File: config.mk
export PLATFORM = sky130hd
export DESIGN_NAME = text_overlay_16x1
export DESIGN_NICKNAME = d
export VERILOG_FILES = /design/src/rtl/pong_defs.sv /design/src/rtl/text_blink_counter.sv /design/src/rtl/text_overlay_16x1.sv
export SDC_FILE = /design/constraint.sdc
export NUM_CORES = 1
export LEC_CHECK = 0
export CAP_MARGIN = 20
export CORE_MARGIN = 10
export CORE_UTILIZATION = 42
export DETAILED_ROUTE_END_ITERATION = 8
export PLACE_DENSITY = 0.84
export SLEW_MARGIN = 10
export SYNTH_ARGS = -nofsm -noshare
export SYNTH_HDL_FRONTEND = slang
export SYNTH_HIERARCHICAL = 1
export SYNTH_SLANG_ARGS = --single-unit
File: constraint.sdc
create_clock -name clk -period 2.15 [get_ports clk]
set_input_delay 0.43 -clock clk [delete_from_list [all_inputs] [get_ports clk]]
set_output_delay 0.43 -clock clk [all_outputs]
set_load 0.01 [all_outputs]
File: src/rtl/pong_defs.sv
// pong_defs: shared text geometry, colour constants and pixel-pipeline types.
package pong_defs;
  localparam int CHAR_W     = 8;
  localparam int CHAR_H     = 16;
  localparam int TEXT_SCALE = 2;
  localparam int TEXT_COLS  = 16;
  localparam int BOX_W      = CHAR_W * TEXT_SCALE * TEXT_COLS;
  localparam int BOX_H      = CHAR_H * TEXT_SCALE;
  localparam logic [11:0] RGB_BLACK = 12'h000;
  localparam logic [11:0] RGB_WHITE = 12'hFFF;
  typedef struct packed {
    logic [2:0] bsel;
    logic       in_box;
    logic       vid;
    logic       show;
  } pix_t;
endpackage

File: src/rtl/text_blink_counter.sv
// text_blink_counter: frame counter producing the blink visibility phase.
module text_blink_counter #(
  parameter int BLINK_FRAMES = 30
) (
  input  logic clk,
  input  logic reset_n,
  input  logic frame_tick,
  input  logic blink_en,
  output logic visible
);
  localparam logic [7:0] HALF = 8'(BLINK_FRAMES);
  localparam logic [7:0] LAST = 8'(2 * BLINK_FRAMES - 1);
  logic [7:0] cnt;
  always_ff @(posedge clk or negedge reset_n)
    if (!reset_n) cnt <= '0;
    else if (frame_tick && blink_en) cnt <= (cnt == LAST) ? '0 : cnt + 8'd1;
  // Disabling blink freezes the count but shows text straight away.
  assign visible = !blink_en || cnt < HALF;
endmodule

File: src/rtl/text_overlay_16x1.sv
// text_overlay_16x1: 16-character single-line text overlay, 2x scaled 8x16 glyphs,
// three-stage pipeline around external char and font ROMs.
module text_overlay_16x1
  import pong_defs::*;
#(
  parameter int          ORIGIN_X     = 192,
  parameter int          ORIGIN_Y     = 224,
  parameter int          BLINK_FRAMES = 30,
  parameter logic [11:0] FG_RGB       = 12'hFFF
) (
  input  logic        clk,
  input  logic        reset_n,
  input  logic        pixel_tick,
  input  logic        video_on,
  input  logic [9:0]  pixel_x,
  input  logic [9:0]  pixel_y,
  input  logic        show,
  input  logic        blink_en,
  output logic [7:0]  char_xy,
  input  logic [6:0]  char_code,
  output logic [10:0] font_addr,
  input  logic [7:0]  font_word,
  output logic        text_on,
  output logic [11:0] text_rgb
);
  localparam logic [9:0] X0 = 10'(ORIGIN_X);
  localparam logic [9:0] X1 = 10'(ORIGIN_X + BOX_W);
  localparam logic [9:0] Y0 = 10'(ORIGIN_Y);
  localparam logic [9:0] Y1 = 10'(ORIGIN_Y + BOX_H);
  logic [3:0] cidx, row;
  logic [2:0] bsel;
  logic       in_box, frame_tick, visible, lit;
  pix_t       s1, s2;
  // Halving the offsets undoes the 2x scale; the top bit of col selects nothing in a 16-wide box.
  assign {cidx, bsel} = 7'((pixel_x - X0) >> 1);
  assign row          = 4'((pixel_y - Y0) >> 1);
  assign in_box       = pixel_x >= X0 && pixel_x < X1 && pixel_y >= Y0 && pixel_y < Y1;
  assign char_xy      = in_box ? {4'h0, cidx} : 8'h00;
  assign frame_tick   = pixel_tick && pixel_x == 10'd0 && pixel_y == 10'd0;
  assign lit          = font_word[3'd7 - s2.bsel] && s2.in_box && s2.vid && s2.show && visible;
  text_blink_counter #(.BLINK_FRAMES(BLINK_FRAMES)) u_blink (
    .clk(clk), .reset_n(reset_n), .frame_tick(frame_tick), .blink_en(blink_en), .visible(visible)
  );
  always_ff @(posedge clk or negedge reset_n)
    if (!reset_n) begin
      font_addr <= '0;
      s1        <= '0;
      s2        <= '0;
      text_on   <= 1'b0;
      text_rgb  <= RGB_BLACK;
    end else begin
      font_addr <= {char_code, row};
      s1        <= '{bsel: bsel, in_box: in_box, vid: video_on, show: show};
      s2        <= s1;
      text_on   <= lit;
      text_rgb  <= lit ? FG_RGB : RGB_BLACK;
    end
endmodule

# Yosys cells after proc, flatten, opt, wreduce, memory -nomap -nowiden
# Index checks and enable logic that the tools add are counted.
dict set report word_totals {
  ff_bits 44
  latch_bits 0
  ramBits 0
  romBits 0
  in_bits 41
  out_inout_bits 32
  wordCells 42
  mem_count 0
}
dict set report classes {
  addsub 4
  multipliers 0
  div 0
  magnitude_cmp 6
  n_eq_ne 1
  n_shift 0
  muxes 5
  bitwise 0
  reduce_logical 14
}
# operator n
set op_table {}
lappend op_table {{greater-or-equal comparator 10 x 8 -> 1 bit (second input constant)} 2}
lappend op_table {{zero test 10 bit} 2}
lappend op_table {{< comparator 10 x 9 -> 1 bit (second input constant)} 2}
lappend op_table {{two-way mux 12 bit} 1}
lappend op_table {{logical AND 1 bit} 10}
lappend op_table {{adder 8 x 1 -> 8 bit (second input constant)} 1}
lappend op_table {{equality test 8 x 6 -> 1 bit (second input constant)} 1}
lappend op_table {{< comparator 8 x 5 -> 1 bit (second input constant)} 1}
lappend op_table {{two-way mux 8 bit} 1}
lappend op_table {{subtractor 8 bit (second input constant)} 1}
lappend op_table {{subtractor 5 x 1 -> 5 bit (second input constant)} 1}
lappend op_table {{< comparator 3 x 4 -> 1 bit (second input constant)} 1}
lappend op_table {{two-way mux 4 bit} 1}
lappend op_table {{binary-select mux 1 bit (select 3 bit)} 1}
lappend op_table {{subtractor 3 bit (first input constant)} 1}
lappend op_table {{zero test 1 bit} 1}
lappend op_table {{logical OR 1 bit} 1}
lappend op_table {{two-way mux 1 bit} 1}

# Logic depth before layout (Yosys ltp)
# Gate-level depths: netlist (run 1).
dict set report depth {
  depth_word 8
  ltp_mapped 8
  depth_no_buf 8
}

# Cells and area by module
# Netlist (run 1), hierarchy kept.
# module n_inst cells_per_inst area_each_um2 seq_area_each_um2
set modules_own_cells {}
lappend modules_own_cells {text_overlay_16x1 1 65 932.1 600.6}
lappend modules_own_cells {text_blink_counter 1 49 474.2 200.2}

# Least setup slack after synthesis (run 1)
# No wires, ideal clock.
dict set report synth_path {
  path_kind {input to register}
  start {in pixel_x[6]}
  end {reg u_blink.cnt[5]}
  setup_time_ns 0.076
  t_arrival_ns 1.695
  t_required_ns 2.074
  slack_ns 0.379
  cell_stages 8
  n_path_buf 0
  cell_sequence {inv_1 ha_1 nor4bb_1 nand3_1 nor2_1 nand4_1 o31a_1 o21ai_1}
}
dict set report synth_between {
  elab_chain_len 4
}
# element line_no
set synth_lines {}
lappend synth_lines {{start: declaration} text_overlay_16x1.sv:15} ;# input logic [9:0] pixel_x,
lappend synth_lines {{zero test 10 bit} text_overlay_16x1.sv:39} ;# assign frame_tick = pixel_tick && pixel_x == 10'd0 && pixel_y == 10'd0;
lappend synth_lines {{logical AND 1 bit (2 in a row)} text_overlay_16x1.sv:39}
lappend synth_lines {{via frame_tick} text_overlay_16x1.sv:32} ;# logic in_box, frame_tick, visible, lit;
lappend synth_lines {{logical AND 1 bit} text_blink_counter.sv:16} ;# else if (frame_tick && blink_en) cnt <= (cnt == LAST) ? '0 : cnt + 8'd1;
lappend synth_lines {{end signal: assignment} text_blink_counter.sv:16}
lappend synth_lines {{end: declaration} text_blink_counter.sv:13} ;# logic [7:0] cnt;
# The timed path passes the listed nets, and every way through them passes these cells.
# A chain may end at the register's enable or synchronous reset.

# Final worst setup path (run 1)
dict set report layout_path {
  start {in pixel_y[9]}
  end {out char_xy[1]}
}
dict set report layout_between {
  elab_chain_len 4
  word_cells_on_any_way 5
}
# element line_no
set layout_lines {}
lappend layout_lines {{start: declaration} text_overlay_16x1.sv:16} ;# input logic [9:0] pixel_y,
lappend layout_lines {{greater-or-equal comparator 10 x 8 -> 1 bit} text_overlay_16x1.sv:37} ;# assign in_box = pixel_x >= X0 && pixel_x < X1 && pixel_y >= Y0 && pixel_y < Y1;
lappend layout_lines {{logical AND 1 bit} text_overlay_16x1.sv:37}
lappend layout_lines {{logical AND 1 bit *} text_overlay_16x1.sv:37}
lappend layout_lines {{via in_box} text_overlay_16x1.sv:32}
lappend layout_lines {{two-way mux 4 bit *} text_overlay_16x1.sv:38} ;# assign char_xy = in_box ? {4'h0, cidx} : 8'h00;
lappend layout_lines {{end: declaration} text_overlay_16x1.sv:19} ;# output logic [7:0] char_xy,
# Mark *: on every way through the listed nets, which the timed path passes. The rest lies on a longest branch.

==> results_dict.tcl, run 1 <==
set metrics [dict create \
    status "complete, no violations" \
    initial_core_util 0.4496 \
    seq_area_um2 800.8 \
    clock-root-buffer "clkbuf_4" \
    nets 227 \
    place_area_um2 2066 \
    dieWidth_um 77.87 \
    multi_input_area_um2 488.0 \
    ys_ff_latch 32 \
    clock_latency_ps 320 \
    setup_viol 0 \
    path_clk_slew_ps 90 \
    synth_warnings 6 \
    drive_gt1_frac 0.1366 \
    rows 20 \
    grt_antenna_before_repair 0 \
    p_leak_uw 0.0009534 \
    m1WireLength_mm 1.234 \
    cts_hold_buf 0 \
    cts_tree "done" \
    finalCritPeriodShare 0.9653 \
    worst_setup_path_start_kind "input pin" \
    synth.distinct_cells 37 \
    hold_violations 0 \
    highest_layer "met4" \
    die_h_um 77.87 \
    crit_path_max_fanout 5 \
    fillCellCount 239 \
    final_core_util 0.6884 \
    wire_per_inst_um 16.22 \
    grt_usage 0.1219 \
    htreeDepth 2 \
    grt_max_degree 33 \
    n_antenna_cell 0 \
    max_cap_violations 0 \
    p_total_uw 1144 \
    final_common_cell "clkdlybuf4s50_1" \
    grt_pass1_vias 1281 \
    yosys.area.top_type_share 0.5694 \
    numCtsBuffers 5 \
    pin_count 73 \
    areaGrowthSynthToFinish_pct 53.11 \
    coreArea_um2 3128 \
    synthCells 114 \
    synth_largest_area_cell "dfrtp_1" \
    wl_met2_mm 1.936 \
    avgSynthCellArea_um2 12.34 \
    slew_violations 0 \
    yosys_most_used_dff "dfrtp_1" \
    worstPathArrival_ps 1650 \
    dieArea_um2 6063 \
    worstSetupEndpointType "output port" \
    grt_pass1_wl_mm 5.844 \
    critical_path_class "input pin to output port" \
    layout_common_cells "60 x clkdlybuf4s50_1, 32 x dfrtp_1, 9 x buf_4" \
    final.setup_skew_ps 3.502 \
    routed_wl_mm 3.682 \
    dp_hpwl_mm 3.024 \
    drtAntennaViolNets 0 \
    fin_tns_setup_ps 0 \
    synth_area_leaders "dfrtp_1 57%, buf_4 8.5%, mux4_1 3.7%" \
    dr_wl_met3_um 429 \
    first_pass_iters 4 \
    gp_congestion 0.7395 \
    worst_ir_drop_vdd_mv 0.2951 \
    min_period_ps 2075 \
    grt-ovfl-total 0 \
    seq_area_frac_synth 0.5694 \
    portBuffers 68 \
    netlist_area_um2 1406 \
    final_cell_area_um2 2153 \
    fmax_mhz 481.8 \
    required_ps 1720 \
    rsz0062_at_grt "yes" \
    drtIter0Drc 89 \
    viasPerCell 4.916 \
    ctsLongestPathBuffers 2 \
    vias 1116 \
    synthArstFlopShare 1.000 \
    synth_edf_count 0 \
    cts_sinks 32 \
    hold_path_class "flop to flop" \
    power_density_nw_per_um2 531.1 \
    drc 0 \
]
flip-flops by register name, indices dropped and copies added, names as in the netlist:
register,count
font_addr,11
s1,6
s2,6
text_rgb,1
u_blink/cnt,8
per-layer routing:
metal / vias up / global-route usage
li1: 524 / -
met1: 518 / 0.1078
met2: 65 / 0.2214
met3: 9 / 0.06336
met4: 0 / 0.06022
met5: - / 0
worst max-delay path: stages:
cell and delay, ps:
clkdlybuf4s50_1 430, nand4b_1 200, nor4_2 150, buf_4 170
and2_1 130, buf_2 130
report_power, final:
part / internal, uW / switching (uW) / leakage (uW)
Combinational: 97.2 / 50.0 / 0.000528
Clock: 185 / 184 / 0.0000374
Sequential: 621 / 6.36 / 0.000388
Total: 904 / 240 / 0.000953
path summary, 6_finish.rpt:
check                                from             end  slack (ps)  depth (start not counted)
hold / removal                      s1[0]           s2[0]         360                          0
min in group asynchronous         reset_n   font_addr[10]         490                          2
hold reg to reg                     s1[0]           s2[0]         360                          0
max in group asynchronous         reset_n  u_blink/cnt[3]        1380                          2
setup / recovery               pixel_y[9]      char_xy[1]          70                          6
setup reg to reg           u_blink/cnt[7]    text_rgb[10]         800                          4
what timing repair did:
action | 4_1_cts | 5_1_grt
pin swaps | 3 | 2
gates cloned | 0 | 0
gates resized for setup | 18 | 6
hold endpoints to repair | 0 | 0
endpoints found under the setup margin | 4 | 8
buffers inserted | 2 | 1
cell usage after synthesis, types with 2 or more instances:
library cell	count
a21o_1	2
and2_1	4
buf_4	16
dfrtp_1	32
ha_1	3
inv_1	4
mux4_1	2
nand2_1	5
nand3_1	3
nand4_1	2
nand4b_1	2
nor2_1	4
nor3_1	4
nor4_1	5
o21ai_1	3
xnor2_1	2
kinds of logic (layout without fill, tap and decap cells):
kind of cell | after synthesis | in the layout | share of synthesized area
simple gates | 39 | 39 | 0.1788
flops | 32 | 32 | 0.5694
buf+inv | 21 | 87 | 0.09964
compound gates | 11 | 11 | 0.05159
mux | 4 | 4 | 0.05249
fa+ha+maj | 3 | 3 | 0.02669
xor+xnor | 3 | 3 | 0.01869
other cells | 1 | 4 | 0.002666
layout make-up:
| cell class | instances | share of cell area |
|---|---|---|
| clock buffer | 7 | 0.03021 |
| inverter | 4 | 0.006973 |
| multi-input combinational | 64 | 0.2266 |
| sequential | 32 | 0.3719 |
| tap | 44 | 0.02557 |
| timing repair buffer | 76 | 0.3388 |
metrics by stage:
step | std cells | setup WS [ps] | hold WS, ps
finish | 227 | 74.55 | 357.9
global route | 227 | -14.31 | 370.1
CTS | 226 | 3.680 | 354.7
detailed placement | 217 | -636.6 | 334.7
global placement | 217 | -573.2 | 333.9
floorplan | 117 | 378.9 | 134.4
Power figures use the tool's default switching activity.
==> run 2, diff against run 1 <==
--- a/config.mk
+++ b/config.mk
@@ -6,7 +6,6 @@
 export NUM_CORES = 1
 export LEC_CHECK = 0
 export CAP_MARGIN = 20
-export CORE_MARGIN = 10
 export CORE_UTILIZATION = 42
 export DETAILED_ROUTE_END_ITERATION = 8
 export PLACE_DENSITY = 0.84
==> results_dict.tcl, run 2 (synthesis gave the netlist of run 1 again) <==
set metrics [dict create \
    status "complete, no violations" \
    required_ps 1720 \
    viasPerCell 4.996 \
    rsz0062_at_grt "no" \
    dieWidth_um 59.87 \
    first_pass_iters 4 \
    initial_core_util 0.4532 \
    areaGrowthSynthToFinish_pct 56.49 \
    layout_common_cells "55 x clkdlybuf4s50_1, 32 x dfrtp_1, 11 x buf_4" \
    numCtsBuffers 5 \
    setup_viol 0 \
    vias 1159 \
    critical_path_class "input pin to output port" \
    slew_violations 0 \
    drc 0 \
    clock_latency_ps 330 \
    top_usage_layer "met2" \
    hold_path_class "flop to flop" \
    drtIter0Drc 38 \
    fmax_mhz 493.5 \
    drive_gt1_frac 0.1809 \
    fillCellCount 236 \
    min_period_ps 2026 \
    drtAntennaViolNets 0 \
    htreeDepth 2 \
    worst_ir_drop_vdd_mv 0.2766 \
    place_inst 220 \
    p_leak_uw 0.0009863 \
    largest_register_ff_count 11 \
    worst_setup_path_start_kind "input pin" \
    pin_count 73 \
    largestRegisters "font_addr: 11 flops, u_blink/cnt: 8 flops" \
    top_register "font_addr" \
    nets 231 \
    path_clk_slew_ps 100 \
    final_core_util 0.7093 \
    cts_tree "done" \
    max_cap_violations 0 \
    grt_pass1_wl_mm 5.175 \
    die_h_um 59.87 \
    met1_usage 0.1834 \
    critPathSlowestCell "nor4_4" \
    path_cells "clkbuf_2 -> ha_2 -> xnor2_2 -> nor4_4 -> buf_4 -> buf_6 -> and2_4 -> buf_6" \
    routed_wl_mm 3.270 \
    cts_sinks 32 \
    rows 20 \
    coreArea_um2 3103 \
    power_density_nw_per_um2 510.4 \
    grt_use_met2 0.4095 \
    n_antenna_cell 0 \
    final_cell_area_um2 2201 \
    gr-usage-met3 0.06277 \
    final.setup_skew_ps 12.17 \
    path_common_cell "buf_6" \
    hold_violations 0 \
    wire_per_inst_um 14.09 \
    grt-ovfl-total 0 \
    ctsLongestPathBuffers 2 \
    grt_usage 0.2051 \
    final_common_cell "clkdlybuf4s50_1" \
    grt_max_degree 33 \
    dieArea_um2 3584 \
    worstSetupEndpointType "output port" \
    finalCritPeriodShare 0.9425 \
    grt_antenna_before_repair 0 \
    worstPathArrival_ps 1600 \
    dp_hpwl_mm 2.505 \
    gp_congestion 0.7905 \
    crit_path_max_fanout 3 \
    grt_pass1_vias 1223 \
    max_stage_delay_ps 230 \
    place_area_um2 2088 \
    final_cells 232 \
    clock-root-buffer "clkbuf_4" \
    portBuffers 68 \
]
[run 2: area by class of cell]
class / count / area, um^2 / share of cell area
clock buffers: 6 / 51.30 / 0.02331
clock inverters: 2 / 10.01 / 0.004548
inverters: 4 / 15.01 / 0.006822
multi-input cells: 64 / 503.0 / 0.2285
flip-flops and latches: 32 / 800.8 / 0.3638
well taps: 44 / 55.05 / 0.02501
repair buffers: 80 / 765.7 / 0.3479
[run 2: power by group]
| part | total, uW | switching (uW) | internal, uW |
|---|---|---|---|
| clock network | 346 | 191 | 155 |
| registers | 629 | 7.21 | 621 |
| logic | 149 | 51.6 | 97.1 |
[run 2: path summary, 6_finish.rpt]
path	startpoint	end	slack [ps]	cells after the start
min	s1[0]	s2[0]	350	0
max	pixel_x[6]	char_xy[2]	120	8
max in group asynchronous	reset_n	u_blink/cnt[7]	1380	2
min reg2reg	s1[0]	s2[0]	350	0
min in group asynchronous	reset_n	font_addr[7]	480	2
max reg2reg	u_blink/cnt[2]	u_blink/cnt[7]	870	3
[run 2: through the flow]
stage | hold slack, ps | total power, uW | worst slack, ps | TNS, ps
detailed placement | 347.0 | 790.3 | -624.0 | -4578
global route | 366.9 | 1178 | 16.37 | 0
finish | 352.2 | 1123 | 123.6 | 0
CTS | 353.1 | 1134 | 16.77 | 0
global placement | 334.8 | 783.8 | -563.1 | -4000
floorplan | 134.4 | 669.7 | 378.9 | 0
[run 2: layer usage]
metal | wire, um | vias up | part of all wire
met5 | 0 | - | 0
met4 | 72 | 0 | 0.022
met3 | 214 | 10 | 0.065
met2 | 1908 | 63 | 0.58
met1 | 1075 | 557 | 0.33
li1 | - | 529 | -
[run 2: what timing repair did]
action                     4_1_cts  5_1_grt
pin swaps                        4        3
setup endpoints to repair        5        5
setup buffers                    3        1
hold buffers                     0        0
resized for setup               21       16
[run 2: worst max-delay path, delay by kind of cell]
| kind | cells | cell delay (ps) |
|---|---|---|
| and+or+nand+nor | 2 | 370 |
| adders and majority gates | 1 | 190 |
| buffers and inverters | 4 | 440 |
| xor gates and xnor gates | 1 | 150 |
